File: src/rtl/pbkdf2_iter_ctrl_if.sv
// HMAC core request/response channel used by the PBKDF2 iteration controller.
// Request is valid/ready; response is a valid-only single-cycle pulse.
interface pbkdf2_iter_ctrl_if #(
  parameter int unsigned DW = 256
);
  logic          hash_req_valid;
  logic          hash_req_ready;
  logic          hash_req_first;
  logic [DW-1:0] hash_req_data;
  logic          hash_rsp_valid;
  logic [DW-1:0] hash_rsp_data;

  modport master (
    output hash_req_valid,
    output hash_req_first,
    output hash_req_data,
    input  hash_req_ready,
    input  hash_rsp_valid,
    input  hash_rsp_data
  );

  modport slave (
    input  hash_req_valid,
    input  hash_req_first,
    input  hash_req_data,
    output hash_req_ready,
    output hash_rsp_valid,
    output hash_rsp_data
  );
endinterface

File: src/rtl/pbkdf2_iter_ctrl.sv
// PBKDF2 iteration controller: chains N HMAC calls and XOR-accumulates
// every iteration output into the derived block T = U1 ^ U2 ^ ... ^ UN.
module pbkdf2_iter_ctrl #(
  parameter int unsigned DW    = 256,
  parameter int unsigned CNT_W = 32
) (
  input  logic             clk,
  input  logic             rstn,
  input  logic             start,
  input  logic [CNT_W-1:0] iter_cnt,
  input  logic             abort,
  pbkdf2_iter_ctrl_if.master hash,
  output logic             busy,
  output logic             done,
  output logic             err,
  output logic             aborted,
  output logic [CNT_W-1:0] iter_idx,
  output logic [DW-1:0]    result
);

  typedef enum logic [2:0] {
    ST_IDLE,
    ST_ISSUE,
    ST_WAIT,
    ST_DONE,
    ST_DRAIN
  } state_t;

  state_t           state;
  logic             first;
  logic [DW-1:0]    u_reg;
  logic [DW-1:0]    acc;
  logic [CNT_W-1:0] remaining;

  // Request outputs decode from registered state only; no input-to-output path.
  assign hash.hash_req_valid = (state == ST_ISSUE);
  assign hash.hash_req_first = (state == ST_ISSUE) && first;
  assign hash.hash_req_data  = ((state == ST_ISSUE) && !first) ? u_reg : '0;
  assign busy                = (state != ST_IDLE);
  assign done                = (state == ST_DONE);

  always_ff @(posedge clk or negedge rstn) begin
    if (!rstn) begin
      state     <= ST_IDLE;
      first     <= 1'b0;
      u_reg     <= '0;
      acc       <= '0;
      remaining <= '0;
      iter_idx  <= '0;
      result    <= '0;
      err       <= 1'b0;
      aborted   <= 1'b0;
    end else begin
      err     <= 1'b0;
      aborted <= 1'b0;
      case (state)
        ST_IDLE: begin
          if (start) begin
            if (iter_cnt == '0) begin
              err <= 1'b1;
            end else begin
              remaining <= iter_cnt;
              acc       <= '0;
              first     <= 1'b1;
              iter_idx  <= '0;
              state     <= ST_ISSUE;
            end
          end
        end
        ST_ISSUE: begin
          if (abort) begin
            // A request already accepted must have its response absorbed.
            if (hash.hash_req_ready) begin
              state <= ST_DRAIN;
            end else begin
              state   <= ST_IDLE;
              aborted <= 1'b1;
            end
          end else if (hash.hash_req_ready) begin
            state <= ST_WAIT;
          end
        end
        ST_WAIT: begin
          if (abort) begin
            if (hash.hash_rsp_valid) begin
              state   <= ST_IDLE;
              aborted <= 1'b1;
            end else begin
              state <= ST_DRAIN;
            end
          end else if (hash.hash_rsp_valid) begin
            u_reg     <= hash.hash_rsp_data;
            acc       <= acc ^ hash.hash_rsp_data;
            remaining <= remaining - 1'b1;
            iter_idx  <= iter_idx + 1'b1;
            first     <= 1'b0;
            // Leaving at remaining==1 keeps the down-counter from ever wrapping.
            if (remaining == CNT_W'(1)) begin
              result <= acc ^ hash.hash_rsp_data;
              state  <= ST_DONE;
            end else begin
              state <= ST_ISSUE;
            end
          end
        end
        ST_DONE: begin
          state <= ST_IDLE;
        end
        ST_DRAIN: begin
          if (hash.hash_rsp_valid) begin
            state   <= ST_IDLE;
            aborted <= 1'b1;
          end
        end
        default: begin
          state <= ST_IDLE;
        end
      endcase
    end
  end

endmodule

File: src/flat_wrapper.sv
// flat-port wrapper written by rule: the top's interface ports become plain ports
module pbkdf2_iter_ctrl_flat 
#(
  parameter int unsigned DW    = 256,
  parameter int unsigned CNT_W = 32
)
  (clk, rstn, start, iter_cnt, abort, busy, done, err, aborted, iter_idx, result, hash_hash_req_valid, hash_hash_req_first, hash_hash_req_data, hash_hash_req_ready, hash_hash_rsp_valid, hash_hash_rsp_data);
  pbkdf2_iter_ctrl_if #(.DW(DW)) hash_i ();
  input  logic clk;
  input  logic rstn;
  input  logic start;
  input  logic [CNT_W-1:0] iter_cnt;
  input  logic abort;
  output logic busy;
  output logic done;
  output logic err;
  output logic aborted;
  output logic [CNT_W-1:0] iter_idx;
  output logic [DW-1:0] result;
  output wire logic [$bits(hash_i.hash_req_valid)-1:0] hash_hash_req_valid;
  output wire logic [$bits(hash_i.hash_req_first)-1:0] hash_hash_req_first;
  output wire logic [$bits(hash_i.hash_req_data)-1:0] hash_hash_req_data;
  input wire logic [$bits(hash_i.hash_req_ready)-1:0] hash_hash_req_ready;
  input wire logic [$bits(hash_i.hash_rsp_valid)-1:0] hash_hash_rsp_valid;
  input wire logic [$bits(hash_i.hash_rsp_data)-1:0] hash_hash_rsp_data;
  assign hash_hash_req_valid = hash_i.hash_req_valid;
  assign hash_hash_req_first = hash_i.hash_req_first;
  assign hash_hash_req_data = hash_i.hash_req_data;
  assign hash_i.hash_req_ready = hash_hash_req_ready;
  assign hash_i.hash_rsp_valid = hash_hash_rsp_valid;
  assign hash_i.hash_rsp_data = hash_hash_rsp_data;
  pbkdf2_iter_ctrl #(.DW(DW), .CNT_W(CNT_W)) u_core (.clk(clk), .rstn(rstn), .start(start), .iter_cnt(iter_cnt), .abort(abort), .hash(hash_i), .busy(busy), .done(done), .err(err), .aborted(aborted), .iter_idx(iter_idx), .result(result));
endmodule
File: config.mk
export PLATFORM = sky130hd
export DESIGN_NAME = pbkdf2_iter_ctrl_flat
export DESIGN_NICKNAME = d
export VERILOG_FILES = /design/src/rtl/pbkdf2_iter_ctrl_if.sv /design/src/rtl/pbkdf2_iter_ctrl.sv /design/src/flat_wrapper.sv
export SDC_FILE = /design/constraint.sdc
export NUM_CORES = 2
export LEC_CHECK = 0
export BUFFER_PORTS_ARGS = -buffer_cell sky130_fd_sc_hd__buf_2
export CAP_MARGIN = 20
export CORE_MARGIN = 4
export CORE_UTILIZATION = 25
export DETAILED_ROUTE_END_ITERATION = 10
export SLEW_MARGIN = 20
export SYNTH_ARGS = -nofsm -noshare
export SYNTH_HDL_FRONTEND = slang
export SYNTH_SLANG_ARGS = --single-unit
File: constraint.sdc
create_clock -name clk -period 2.4 [get_ports clk]
set_input_delay 0.36 -clock clk [delete_from_list [all_inputs] [get_ports clk]]
set_output_delay 0.36 -clock clk [all_outputs]
set_load 0.005 [all_outputs]
==> results.sh <==
export IMPL_overflow=0
export IMPL_critPathTopFamily="buffers and inverters"
export IMPL_critPathBufInv=6
export IMPL_rows=144
export IMPL_crit_type="reg -> out"
export IMPL_ys_seq_area_share_pct=54.2
export IMPL_maxCapViolCount=0
export IMPL_antenna_found_initial=5
export IMPL_grt_max_degree=102
export IMPL_clockBufferDepth=3
export IMPL_netlist_instances=3762
export IMPL_max_stage_delay_ps=420
export IMPL_ys_seq_elements=838
export IMPL_antenna_left=0
export IMPL_grt_pass1_vias=33000
export IMPL_wl_per_cell_um=18.7
export IMPL_cts_root_buf="clkbuf_16"
export IMPL_htree_levels=3
export IMPL_crit_reg2reg_capture="u_core.result[207]"
export IMPL_relSlewSlack_pct=42.4
export IMPL_hpwl_um=93400
export IMPL_drive_gt1_share_pct=31.6
export IMPL_multi_input_area_mm2=0.0168
export IMPL_place_inst=6662
export IMPL_syn_area_mm2=0.0387
export IMPL_finalHoldViolCount=0
export IMPL_setup_viol=515
export IMPL_p_leak_nw=28.3
export IMPL_cts_sinks=838
export IMPL_regArea_mm2=0.0210
export IMPL_netlist_top_cells_count="dfrtp_1 (838), nand2_1 (803), o21ai_0 (552)"
export IMPL_irDropWorstVdd_uv=629
export IMPL_setup_ws_ps=-461
export IMPL_die_area_mm2=0.161
export IMPL_synthToLayoutAreaGrowth_pct=38.8
export IMPL_fmax_mhz=350
export IMPL_reg2reg_slack_ps=-270
export IMPL_ios=844
export IMPL_start_util_pct=25.1
export IMPL_fin_nets=5300
export IMPL_dpl_worst_slack_ps=-269
export IMPL_violations="setup timing"
export IMPL_holdPathStages=3
export IMPL_netlist_area_leader_share_pct=54.2
export IMPL_path_clk_slew_ps=60
export IMPL_cts_made_buffers=94
export IMPL_ys_warn_count=0
export IMPL_synth_most_common_cell="dfrtp_1"
export IMPL_synthDistinctLibCells=64
export IMPL_cp_max_fo=8
export IMPL_syn_avg_cell_area_um2=10.3
export IMPL_numPortBuffers=843
export IMPL_fillerInstances=15300
export IMPL_synth_ff_type="dfrtp_1"
export IMPL_grtUsageTotal_pct=15.9
export IMPL_cp_start_kind="flop"
export IMPL_yosysTopAreaCell="dfrtp_1"
export IMPL_routabilityCongestion=0.863
export IMPL_crit_required_ps=2040
export IMPL_hold_class="in -> reg"
export IMPL_cp_arrival_ps=2500
export IMPL_async_reset_ff_share_pct=100
export IMPL_worstSkewPairLatency_ps=690
export IMPL_synth_edff_count=0
export IMPL_num_vias=32400
export IMPL_synth_fp_nets=4059
export IMPL_rsz0062_at_grt="yes"
export IMPL_worstReg2RegStart="u_core.remaining[9]"
export IMPL_coreArea_mm2=0.154
export IMPL_power_density_mw_per_mm2=899
export IMPL_worstMarginPinSlew_ps=864
export IMPL_fin_worst_skew_ps=19.5
export IMPL_power_mw=48.2
export IMPL_hold_start="iter_cnt[8]"
export IMPL_die_w_um=401
export IMPL_status="finished, violations left"
export IMPL_final_cells=7121
export IMPL_crit_chain="nor3b_4 -> buf_6 -> nor2b_4 -> buf_12 -> buf_16 -> buf_16 -> buf_8 -> and2_4 -> buf_6"
export IMPL_reg2reg_depth=7
export IMPL_die_h_um=401
export IMPL_cts_tree="built"
export IMPL_final_core_util_pct=34.9
export IMPL_drc=0
export IMPL_end_kind="output port"
export IMPL_drt_iter0_markers=2205
export IMPL_timing_final_crit_share_pct=119
export IMPL_drt_pass1_iter_count=6
export IMPL_slowest_stage="dfrtp_2"
export IMPL_wl_um=133000
export IMPL_avgViaCountPerCell=4.54
export IMPL_yosys_top_cells_area="dfrtp_1 (54%), mux2_4 (9.3%), nand2_1 (7.8%)"
export IMPL_grt_pass1_wl_um=203000
export IMPL_slew_viol_final=0
export IMPL_min_to="u_core.remaining[8]"
export IMPL_finalCriticalPeriod_ps=2860
-- power by group --
group | internal, mW | switching [mW] | leakage (nW) | total, mW
clock network | 8.45 | 6.19 | 1.54 | 14.6
logic | 5.42 | 7.22 | 15.5 | 12.6
registers | 18.1 | 2.86 | 11.2 | 20.9
total | 32.0 | 16.3 | 28.3 | 48.2
-- placed cells by master, fill, tap and decap left out, types with 98 or more instances in the layout --
cell type and n:
xor2_1 256, and2_4 98, dlygate4sd3_1 270, buf_2 741, mux2_4 240, o21ai_0 552, dfrtp_1 836, nand2_1 803
buf_6 98, and2_1 163, nor2_1 296, buf_4 173, clkbuf_16 99
-- worst register-to-register path: stages (launching register included) --
cell	delay, ps
dfrtp_1	390
or4_4	540
or4_4	590
nor2_8	120
nand3_4	100
buf_12	170
buf_4	320
mux2_4	320
-- timing repair --
item / in CTS / in global routing
cloned: 3 / 5
setup buffers: 12 / 1
pin swaps: 18 / 38
resized for setup: 113 / 136
hold buffers: 270 / 0
setup endpoints to repair: 512 / 702
hold endpoints to repair: 566 / 0
-- final cells by class --
type | count | area share [%]
sequential | 838 | 39.1
multi-input combinational | 2710 | 31.3
timing repair buffer | 1347 | 18.9
clock buffer | 133 | 5.05
tap | 2044 | 4.76
clock inverter | 35 | 0.814
inverter | 12 | 0.0839
antenna | 2 | 0.00932
-- how the worst max path moves through the flow --
stage                         start                       to  slack, ps  cells past startpoint
2_1_floorplan  u_core.remaining[13]       u_core.result[100]       -130                      8
3_3_place_gp    u_core.remaining[9]       u_core.result[219]       -240                      7
3_5_place_dp    u_core.remaining[9]       u_core.result[215]       -270                      7
4_1_cts             u_core.state[1]  hash_hash_req_data[118]       -560                      9
5_1_grt             u_core.state[2]  hash_hash_req_data[244]       -620                      9
6_report            u_core.state[2]    hash_hash_req_data[6]       -460                      9
-- logic make-up after synthesis --
| group | after synthesis | synth area share, % |
|---|---|---|
| muxes | 256 | 9.78 |
| AOI/OAI and AO/OA | 698 | 9.73 |
| and+or+nand+nor | 1497 | 17.2 |
| DFF | 838 | 54.2 |
| xor gates and xnor gates | 256 | 5.80 |
| buffers and inverters | 214 | 3.13 |
| adders and majority gates | 3 | 0.0971 |
-- metrics by stage --
step | instance area [µm²] | hold WS (ps) | TNS [ps]
finish | 53700 | 94.0 | -142200
floorplan | 38700 | 64.4 | -31170
global placement | 46500 | 399 | -42590
global route | 53700 | 50.5 | -204610
CTS | 53000 | 12.3 | -168950
detailed placement | 46500 | 407 | -50010
-- metal layers --
metal / part of all wire, % / up-vias / GRT usage, %
met2: 48 / 1125 / 26.5
li1: - / 15100 / -
met5: 0.020 / - / 0
met3: 6.8 / 259 / 3.91
met1: 42 / 15900 / 19.9
met4: 3.8 / 4 / 6.09
Note: power is estimated with default switching activity, not from simulation.
